`src/rtl/hex_keypad_scanner_pkg.sv`:
```
// Shared types and helpers for the hex keypad scanner: FSM states, frame classes
// and the frame classifier.
package keypad_pkg;

  localparam int NUM_ROWS = 4;
  localparam int NUM_COLS = 4;
  localparam int CODE_W   = 4;

  typedef enum logic [1:0] {
    ST_IDLE,
    ST_DEBOUNCE,
    ST_HELD,
    ST_RELEASE
  } state_e;

  typedef enum logic [1:0] {
    FR_NONE,
    FR_ONE,
    FR_MULTI
  } frame_e;

  typedef struct packed {
    frame_e              cls;
    logic [CODE_W-1:0]   code;
  } frame_info_t;

  // pressed[col*NUM_ROWS + row] is 1 when that key read low during the frame.
  function automatic frame_info_t classify_frame(input logic [NUM_ROWS*NUM_COLS-1:0] pressed);
    frame_info_t info;
    logic [1:0]  n;
    logic [3:0]  idx;
    n         = 2'd0;
    info.code = '0;
    for (int i = 0; i < NUM_ROWS*NUM_COLS; i++) begin
      idx = 4'(i);
      if (pressed[i]) begin
        if (n != 2'd2) n = n + 2'd1;
        info.code = {idx[1:0], idx[3:2]};
      end
    end
    case (n)
      2'd0:    info.cls = FR_NONE;
      2'd1:    info.cls = FR_ONE;
      default: info.cls = FR_MULTI;
    endcase
    return info;
  endfunction

endpackage

```
`src/rtl/hex_keypad_scanner_scan_tick_gen.sv`:
```
// Scan-rate enable generator: one-cycle tick every CLK_DIV+1 clk cycles.
module scan_tick_gen #(
  parameter int CLK_DIV = 5000
) (
  input  logic clk,
  input  logic rst,
  output logic tick
);

  localparam int CNT_W = (CLK_DIV < 1) ? 1 : $clog2(CLK_DIV + 1);

  logic [CNT_W-1:0] div_cnt;

  assign tick = (div_cnt == CNT_W'(CLK_DIV));

  always_ff @(posedge clk) begin
    if (rst)       div_cnt <= '0;
    else if (tick) div_cnt <= '0;
    else           div_cnt <= div_cnt + 1'b1;
  end

endmodule

```
`src/rtl/hex_keypad_scanner.sv`:
```
// 4x4 hex keypad scanner: column scan, row synchronizer, frame classifier,
// debounce FSM and a 4-digit shift register feeding the display bus.
module hex_keypad_scanner
  import keypad_pkg::*;
#(
  parameter int CLK_DIV         = 5000,
  parameter int DEBOUNCE_FRAMES = 4
) (
  input  logic                clk,
  input  logic                rst,
  input  logic [NUM_ROWS-1:0] rows_n,
  output logic [NUM_COLS-1:0] cols_n,
  output logic [CODE_W-1:0]   key_code,
  output logic                key_valid,
  output logic                key_held,
  output logic [15:0]         data
);

  localparam int              CNT_W  = $clog2(DEBOUNCE_FRAMES + 1);
  localparam logic [CNT_W-1:0] DF_C  = CNT_W'(DEBOUNCE_FRAMES);
  localparam bit              DF_ONE = (DEBOUNCE_FRAMES == 1);

  logic                          tick;
  logic [NUM_ROWS-1:0]           rows_meta, rows_s;
  logic [1:0]                    col_idx;
  logic [NUM_ROWS*NUM_COLS-1:0]  frame_acc;
  logic                          frame_done;
  frame_info_t                   finfo;

  state_e            state, state_nx;
  logic [CNT_W-1:0]  cnt, cnt_nx;
  logic [CODE_W-1:0] cand, cand_nx;
  logic              accept;

  scan_tick_gen #(.CLK_DIV(CLK_DIV)) u_tick (
    .clk  (clk),
    .rst  (rst),
    .tick (tick)
  );

  assign cols_n = ~(4'b0001 << col_idx);

  // Synchronizer, column scan and frame accumulation
  always_ff @(posedge clk) begin
    if (rst) begin
      rows_meta  <= 4'hF;
      rows_s     <= 4'hF;
      col_idx    <= 2'd0;
      frame_acc  <= '0;
      frame_done <= 1'b0;
    end else begin
      rows_meta  <= rows_n;
      rows_s     <= rows_meta;
      frame_done <= tick && (col_idx == 2'd3);
      if (tick) begin
        frame_acc[{col_idx, 2'b00} +: NUM_ROWS] <= ~rows_s;
        col_idx                                 <= col_idx + 2'd1;
      end
    end
  end

  assign finfo = classify_frame(frame_acc);

  // Debounce FSM, evaluated once per completed frame
  always_comb begin
    state_nx = state;
    cnt_nx   = cnt;
    cand_nx  = cand;
    accept   = 1'b0;
    if (frame_done) begin
      case (state)
        ST_IDLE: begin
          if (finfo.cls == FR_ONE) begin
            cand_nx = finfo.code;
            if (DF_ONE) begin
              state_nx = ST_HELD;
              cnt_nx   = '0;
              accept   = 1'b1;
            end else begin
              state_nx = ST_DEBOUNCE;
              cnt_nx   = CNT_W'(1);
            end
          end
        end
        ST_DEBOUNCE: begin
          if (finfo.cls == FR_ONE) begin
            if (finfo.code == cand) begin
              if (cnt + 1'b1 == DF_C) begin
                state_nx = ST_HELD;
                cnt_nx   = '0;
                accept   = 1'b1;
              end else begin
                cnt_nx = cnt + 1'b1;
              end
            end else begin
              cand_nx = finfo.code;
              cnt_nx  = CNT_W'(1);
            end
          end else begin
            state_nx = ST_IDLE;
            cnt_nx   = '0;
          end
        end
        ST_HELD: begin
          if (finfo.cls == FR_NONE) begin
            if (DF_ONE) begin
              state_nx = ST_IDLE;
              cnt_nx   = '0;
            end else begin
              state_nx = ST_RELEASE;
              cnt_nx   = CNT_W'(1);
            end
          end
        end
        ST_RELEASE: begin
          if (finfo.cls == FR_NONE) begin
            if (cnt + 1'b1 == DF_C) begin
              state_nx = ST_IDLE;
              cnt_nx   = '0;
            end else begin
              cnt_nx = cnt + 1'b1;
            end
          end else begin
            state_nx = ST_HELD;
            cnt_nx   = '0;
          end
        end
        default: begin
          state_nx = ST_IDLE;
          cnt_nx   = '0;
        end
      endcase
    end
  end

  always_ff @(posedge clk) begin
    if (rst) begin
      state     <= ST_IDLE;
      cnt       <= '0;
      cand      <= '0;
      key_valid <= 1'b0;
      key_code  <= '0;
      data      <= 16'h0000;
    end else begin
      state     <= state_nx;
      cnt       <= cnt_nx;
      cand      <= cand_nx;
      key_valid <= accept;
      if (accept) begin
        key_code <= cand_nx;
        data     <= {data[11:0], cand_nx};
      end
    end
  end

  // Held through the release debounce so the key counts as down until it is accepted as up
  assign key_held = (state == ST_HELD) || (state == ST_RELEASE);

endmodule

```
`config.mk`:
```
export PLATFORM = sky130hd
export DESIGN_NAME = hex_keypad_scanner
export DESIGN_NICKNAME = d
export VERILOG_FILES = /design/src/rtl/hex_keypad_scanner_pkg.sv /design/src/rtl/hex_keypad_scanner_scan_tick_gen.sv /design/src/rtl/hex_keypad_scanner.sv
export SDC_FILE = /design/constraint.sdc
export NUM_CORES = 1
export LEC_CHECK = 0
export BUFFER_PORTS_ARGS = -buffer_cell sky130_fd_sc_hd__buf_4
export CAP_MARGIN = 0
export CORE_MARGIN = 5
export CORE_UTILIZATION = 33
export DETAILED_ROUTE_END_ITERATION = 10
export SLEW_MARGIN = 20
export SYNTH_ARGS = -nofsm -noshare
export SYNTH_HDL_FRONTEND = slang
export SYNTH_SLANG_ARGS = --single-unit
```
`constraint.sdc`:
```
create_clock -name clk -period 7.7 [get_ports clk]
set_input_delay 1.54 -clock clk [delete_from_list [all_inputs] [get_ports clk]]
set_output_delay 1.54 -clock clk [all_outputs]
set_load 0.01 [all_outputs]
```
==> results of run 1 <==
==> power groups by stage <==
stage,clock [W],combinational [W],sequential (W)
2_1_floorplan,0,0.00000948,0.000354
3_3_place_gp,0,0.0000126,0.000355
3_5_place_dp,0,0.0000129,0.000355
4_1_cts,0.000422,0.0000128,0.000347
5_1_grt,0.000437,0.0000142,0.000348
6_report,0.000411,0.0000127,0.000348
==> area by class of cell <==
class	count	area (um2)
fillers	1513	9070
multi-input cells	489	3260
flip-flops and latches	66	1320
clock buffers	12	256
repair buffers	33	248
well taps	184	230
inverters	25	93.8
clock inverters	4	50.0
==> metal layers <==
metal  global-route usage  share of wire
met1                0.175           0.49
met2                0.215           0.47
met3               0.0206          0.029
met4               0.0417          0.013
met5                    0              0
==> cell families after synthesis <==
logic type,Yosys count,synth area share
buffers and inverters,66,0.0616
XOR/XNOR,22,0.0423
multiplexers,6,0.0133
adder cells (fa/ha/maj),15,0.0385
AO/OA/AOI/OAI,195,0.299
flip-flops,66,0.271
AND/OR/NAND/NOR,251,0.274
==> metrics by stage <==
| stage | hold WS [ns] | worst slack [ns] |
|---|---|---|
| after global routing | 0.417 | 0.00814 |
| after detailed placement | 0.393 | 0.702 |
| final | 0.406 | 0.643 |
| after global placement | 0.396 | 0.851 |
| after CTS | 0.406 | 0.673 |
| after floorplan | 0.389 | 1.40 |
==> flip-flops by register name, summed over array words and instances (netlist names) <==
signal,count
u_tick.div_cnt,13
data,13
frame_acc,16
state,2
cnt,3
cand,4
rows_s,4
frame_done,1
key_code,3
key_valid,1
col_idx,2
rows_meta,4
==> final timing paths <==
kind	to	start	slack (ns)	cells after the start
worst min register to register	rows_s[1]	rows_meta[1]	0.41	1
worst max register to register	cnt[0]	frame_acc[0]	0.64	27
worst min-delay path	rows_s[1]	rows_meta[1]	0.41	1
worst max-delay path	cnt[0]	frame_acc[0]	0.64	27
==> cell usage after synthesis (6+ instances only) <==
| library cell | count |
|---|---|
| nor4_1 | 6 |
| a31oi_1 | 9 |
| ha_1 | 15 |
| xnor2_1 | 12 |
| a311oi_1 | 6 |
| a21oi_1 | 56 |
| nand3_1 | 28 |
| a211oi_1 | 8 |
| nor2_1 | 63 |
| nand2_1 | 31 |
| and2_1 | 6 |
| a211o_1 | 8 |
| inv_1 | 23 |
| nand4_1 | 6 |
| or2_2 | 16 |
| nor3_1 | 44 |
| clkbuf_1 | 29 |
| and3_1 | 6 |
| o211ai_1 | 6 |
| xor2_1 | 9 |
| dfxtp_1 | 66 |
| o21ai_0 | 26 |
==> placed cells by master, fill, tap and decap left out, types with 3 or more instances in the layout <==
cell,instances
dfxtp_1,66
nor2_1,63
a21oi_1,56
nor3_1,44
buf_4,33
nand2_1,31
nand3_1,28
o21ai_0,26
inv_1,23
or2_2,16
ha_1,15
xnor2_1,12
a31oi_1,9
xor2_1,9
clkbuf_16,9
a211o_1,8
a211oi_1,8
and3_1,6
o211ai_1,6
a311oi_1,6
nand4_1,6
nor4_1,6
and2_1,6
nor2b_1,5
a211oi_2,5
o2111a_1,5
o31a_1,5
o22ai_1,5
o31ai_1,5
or3_1,4
o21a_1,4
nand2b_1,4
o211a_1,4
nor2_2,4
a21o_1,4
mux2_2,4
nor3b_1,4
nor3_2,3
o221ai_1,3
==> worst max-delay path, delay by kind of cell (launching register included) <==
kind | cells | cell delay (ns)
AO/OA/AOI/OAI | 13 | 3.19
AND/OR/NAND/NOR | 8 | 1.84
adder cells (fa/ha/maj) | 3 | 0.89
multiplexers | 1 | 0.39
flip-flops | 1 | 0.38
XOR/XNOR | 1 | 0.17
buffers and inverters | 1 | 0.09
==> run_results.csv, run 1 <==
group,metric,value,unit
clock_network,cts-root-buf,"clkbuf_16",
power_and_ir_drop,pwr-share-seq,0.450,
cells_and_area,antenna_cells,0,
min_path,holdCritPathClass,"flop to flop",
setup_path,timing.critical_path.mode_cell,"ha_1",
synthesis,ys_ff_latch,66,
place,place.port_buffers,31,
clock_network,cts_sinks,66,
synthesis,ys.flop_type,"dfxtp_1",
setup_path,crit_fanout,10,
power_and_ir_drop,internal_power,0.000617,W
sta,rsz0062_at_grt,"false",
routing,drtIter0Drc,263,
place,placed_area,0.00515,mm2
global_route,grt_pass1_vias,4234,
routing,wl_per_cell,14.2,um
setup_path,start_kind,"flop",
synthesis,async_flop_share,0,
routing,wirelength,11.6,mm
setup_path,cp.arrival,7.29,ns
place,dpl.hpwl,8.36,mm
setup_path,required,7.93,ns
synthesis,synth.area.top_cells,"dfxtp_1 27%, a21oi_1 5.7%, nor2_1 4.8%",
synthesis,synth_edf_count,0,
sta,skew,0.00752,ns
cells_and_area,syn_to_final_growth,12.0,%
sta,max_freq,142,MHz
die,die_w,132,um
die,num_io_pins,32,
routing,num_vias,4547,
setup_path,path_class,"flop to flop",
synthesis,synth_area_per_cell,7.85,um2
synthesis,yosysTopAreaCell,"dfxtp_1",
clock_network,cts_resized,0,
cells_and_area,postLayoutCoreUtil,0.376,
sta,hold_violations,0,
clock_network,h-tree-depth,3,
power_and_ir_drop,comb_power_share,0.016,
synthesis,ys_warn_count,0,
cells_and_area,stdcell_count,813,
status,outcome,"finished, final reports clean",
die,die_area,0.0173,mm2
synthesis,yosysUniqueCellTypes,87,
place,routabilityCongestion,0.808,
clock_network,cts_buffers,9,
power_and_ir_drop,p_switching,0.000154,W
sta,tightest_slew,0.751,ns
setup_path,cp_slowest_cell,"o31ai_1",
sta,setup_viol,0,
clock_network,cts_tree,"done",
power_and_ir_drop,cellLeakagePower,1.92,nW
global_route,grt_max_degree,56,
synthesis,synth_top_area_frac,0.271,
clock_network,post_cts_buffers,0,
cells_and_area,final_nets,645,
job,maxCapViolations,0,
routing,drc,0,
global_route,grtUsageTotal,0.130,
clock_network,clk_latency,0.33,ns
place,dpl.cell_count,797,
routing,dr.pass1.iters,5,
sta,period_share,0.917,
die,core,0.0145,mm2
global_route,grt_pass1_wl,19.8,mm
power_and_ir_drop,powerDensity,141,mW/mm2
global_route,overflow,0,
setup_path,crit_path_end_kind,"flop",
cells_and_area,fin_area,0.00546,mm2
power_and_ir_drop,ir_worst_vdd,0.151,mV
routing,vias_per_cell,5.59,
die,die_h,132,um
power_and_ir_drop,total_power,0.000772,W
die,initial_core_util,0.336,
clock_network,cts_hold_buf,0,
cells_and_area,drive_above_1_share,0.162,
clock_network,clk_path_buf_depth,2,
synthesis,syn_nets,642,
sta,slew_violations,0,
setup_path,slowest_delay,0.49,ns
routing,ant_nets,0,
sta,slew_headroom,0.499,
power_and_ir_drop,swShare,0.200,
power_and_ir_drop,power_frac_clock,0.533,
synthesis,netlist_instances,621,
synthesis,yosysSeqAreaShare,0.271,
clock_network,clk_pin_slew,0.05,ns
sta,fin_crit,7.06,ns
global_route,antenna_found_initial,0,
sta,fin_setup_tns,0,ns
die,num_rows,44,
synthesis,syn_area,0.00488,mm2
(Power assumes the default switching activity.)
==> run 2, diff against run 1 <==
--- a/config.mk
+++ b/config.mk
@@ -13,4 +13,5 @@
 export SLEW_MARGIN = 20
 export SYNTH_ARGS = -nofsm -noshare
 export SYNTH_HDL_FRONTEND = slang
+export SYNTH_HIERARCHICAL = 1
 export SYNTH_SLANG_ARGS = --single-unit
==> run_results.csv, run 2 <==
group,metric,value,unit
status,outcome,"finished, final reports clean",
power_and_ir_drop,ir_worst_vdd,0.137,mV
sta,rsz0062_at_grt,"false",
setup_path,start_kind,"flop",
routing,ant_nets,0,
synthesis,ys.flop_type,"dfxtp_1",
die,num_rows,43,
global_route,overflow,0,
global_route,grt_max_degree,56,
routing,top_layer,"met4",
setup_path,timing.critical_path.mode_cell,"ha_1",
place,pre_cts_ws,0.373,ns
routing,dr.pass1.iters,4,
clock_network,cts_sinks,66,
synthesis,synth.area.top_cells,"dfxtp_1 29%, nor2_1 6.7%, mux2i_1 5.3%",
setup_path,crit_fanout,16,
die,die_w,128,um
place,placed_area,0.00490,mm2
cells_and_area,antenna_cells,0,
power_and_ir_drop,cellLeakagePower,1.91,nW
cells_and_area,largestRegisters,"frame_acc x16, data x13, u_tick/div_cnt x13",
synthesis,ys_ff_latch,66,
sta,max_freq,137,MHz
synthesis,syn_nets,582,
setup_path,startpoint,"frame_acc[1]",
synthesis,synth_area_per_cell,8.16,um2
setup_path,path_buf_inv,2,
routing,wl_per_cell,14.3,um
routing,wl_met1,5.07,mm
sta,skew,0.00354,ns
clock_network,clk_pin_slew,0.05,ns
routing,met2_length,5.24,mm
sta,slew_headroom,0.561,
clock_network,cts_buffers,9,
sta,fin_setup_tns,0,ns
setup_path,crit_path_end_kind,"flop",
global_route,grt_pass1_wl,18.7,mm
clock_network,clk_path_buf_depth,2,
cells_and_area,final.fill_count,1376,
synthesis,synthSimpleGateAreaFrac,0.266,
cells_and_area,drive_above_1_share,0.167,
place,routabilityCongestion,0.842,
sta,tightest_slew,0.657,ns
sta,slew_violations,0,
synthesis,netlist_instances,560,
clock_network,clk_latency,0.32,ns
clock_network,h-tree-depth,3,
cells_and_area,layout_common_cells,"82 x nor2_1, 66 x dfxtp_1, 40 x a21oi_1, 37 x buf_4, 30 x nand2_1",
job,maxCapViolations,0,
synthesis,yosysUniqueCellTypes,95,
place,dpl.hpwl,8.03,mm
routing,num_vias,4193,
sta,fin_ws,0.408,ns
synthesis,synthMuxAreaShare,0.0624,
cells_and_area,largest_register,"frame_acc",
cells_and_area,fin_area,0.00522,mm2
synthesis,synth.most_common_cell,"nor2_1",
synthesis,ys_warn_count,6,
sta,period_share,0.947,
die,die_area,0.0163,mm2
setup_path,r2r_start,"frame_acc[1]",
clock_network,cts_tree,"done",
die,core,0.0137,mm2
sta,setup_viol,0,
routing,dr_wl_met3,358,um
place,dpl.cell_count,742,
cells_and_area,stdcell_count,761,
setup_path,required,7.89,ns
die,initial_core_util,0.333,
cells_and_area,syn_to_final_growth,14.2,%
synthesis,async_flop_share,0,
routing,drc,0,
place,place.port_buffers,31,
synthesis,synth_edf_count,0,
power_and_ir_drop,total_power,0.000756,W
power_and_ir_drop,powerDensity,145,mW/mm2
synthesis,synth_top_area_frac,0.289,
routing,wirelength,10.9,mm
synthesis,yosysTopAreaCell,"dfxtp_1",
routing,drtIter0Drc,227,
clock_network,cts_hold_buf,0,
min_path,holdCritPathClass,"flop to flop",
cells_and_area,largest_register_ffs,16,
synthesis,yosysSeqAreaShare,0.289,
synthesis,ys_top_cells_by_count,"82 x nor2_1, 66 x dfxtp_1, 40 x a21oi_1",
setup_path,cp_slowest_cell,"or4b_2",
die,num_io_pins,32,
synthesis,synthXorXnorAreaFrac,0.0285,
clock_network,cts-root-buf,"clkbuf_16",
sta,fin_crit,7.29,ns
min_path,hp-start,"rows_meta[1]",
synthesis,syn_area,0.00457,mm2
cells_and_area,final_nets,599,
cells_and_area,final_common_cell,"nor2_1",
synthesis,synth_compound_area_frac,0.255,
setup_path,slowest_delay,0.75,ns
global_route,antenna_found_initial,0,
synthesis,synth_top_family_by_area,"simple AND/OR/NAND/NOR gates",
synthesis,synthAdderAreaFrac,0.0438,
sta,hold_violations,0,
setup_path,cp.arrival,7.49,ns
routing,vias_per_cell,5.51,
die,die_h,128,um
setup_path,critical-path-top-delay-family,"simple AND/OR/NAND/NOR gates",
global_route,grt_pass1_vias,4074,
global_route,grtUsageTotal,0.135,
setup_path,path_class,"flop to flop",
-- run 2: cell count changes after synthesis, moves of 8 or more --
cell / change
or2_2: -8
nor3_1: -30
a21oi_1: -16
nand3_1: -11
clkbuf_1: -12
o21ai_0: -9
nor2_1: +19
mux2i_1: +22
-- run 2: cell families after synthesis --
group | after synthesis
mux | 27
buf+inv | 59
flops | 66
simple gates | 225
xor+xnor | 14
compound gates | 153
fa+ha+maj | 16
-- run 2: path summary, 6_finish.rpt --
check	endpoint	slack (ns)	cells after the start
hold reg to reg	rows_s[1]	0.41	1
setup reg to reg	key_code[2]	0.41	27
setup / recovery	key_code[2]	0.41	27
hold / removal	rows_s[1]	0.41	1
-- run 2: worst reg2reg max path: stages, from the launching register on --
cell       delay [ns]
dfxtp_1          0.37
inv_1            0.09
ha_1             0.34
or4b_1           0.64
o211ai_2         0.15
nor3_2           0.11
o31a_2           0.38
and2_1           0.20
o32ai_1          0.52
mux2i_1          0.14
a2bb2oi_1        0.31
and3b_1          0.26
a211oi_2         0.30
a31oi_4          0.10
or4b_2           0.75
and2_1           0.21
nand3_1          0.11
nor2_1           0.05
a31oi_1          0.16
ha_1             0.26
o21ai_0          0.16
ha_1             0.25
o22ai_1          0.24
a31oi_2          0.15
nor4_4           0.31
buf_4            0.31
mux2i_1          0.23
nor2_1           0.06
-- run 2: per-stage QoR --
step / hold WS, ns / utilization
after floorplan: 0.389 / -
after global placement: 0.397 / 0.357
after detailed placement: 0.397 / 0.357
after CTS: 0.410 / 0.378
after global routing: 0.432 / 0.381
final: 0.406 / 0.381
-- run 2: layer usage --
| metal | up-vias | track usage |
|---|---|---|
| met4 | 0 | 0.0543 |
| met2 | 103 | 0.231 |
| met3 | 23 | 0.0296 |
| met1 | 1974 | 0.166 |
| li1 | 2093 | - |
| met5 | - | 0 |
-- run 2: layout make-up --
| class | count | area [um2] | share of cell area |
|---|---|---|---|
| sequential | 66 | 1320 | 0.253 |
| inverter | 28 | 105 | 0.0201 |
| clock buffer | 12 | 246 | 0.0472 |
| tap | 180 | 225 | 0.0431 |
| timing repair buffer | 37 | 278 | 0.0532 |
| clock inverter | 3 | 40.0 | 0.00767 |
| multi-input combinational | 435 | 3010 | 0.576 |
-- run 2: repair_timing --
action                     CTS  global route
setup buffers                0             4
resized for setup            0             3
setup endpoints to repair    0            24
-- run 2: where the power goes --
part           leakage, nW  switching, W  internal (W)  total [W]
registers            0.534    0.00000322      0.000345   0.000349
clock network        0.142      0.000138      0.000256   0.000394
logic                 1.24    0.00000825    0.00000503  0.0000133
total                 1.91      0.000150      0.000607   0.000756
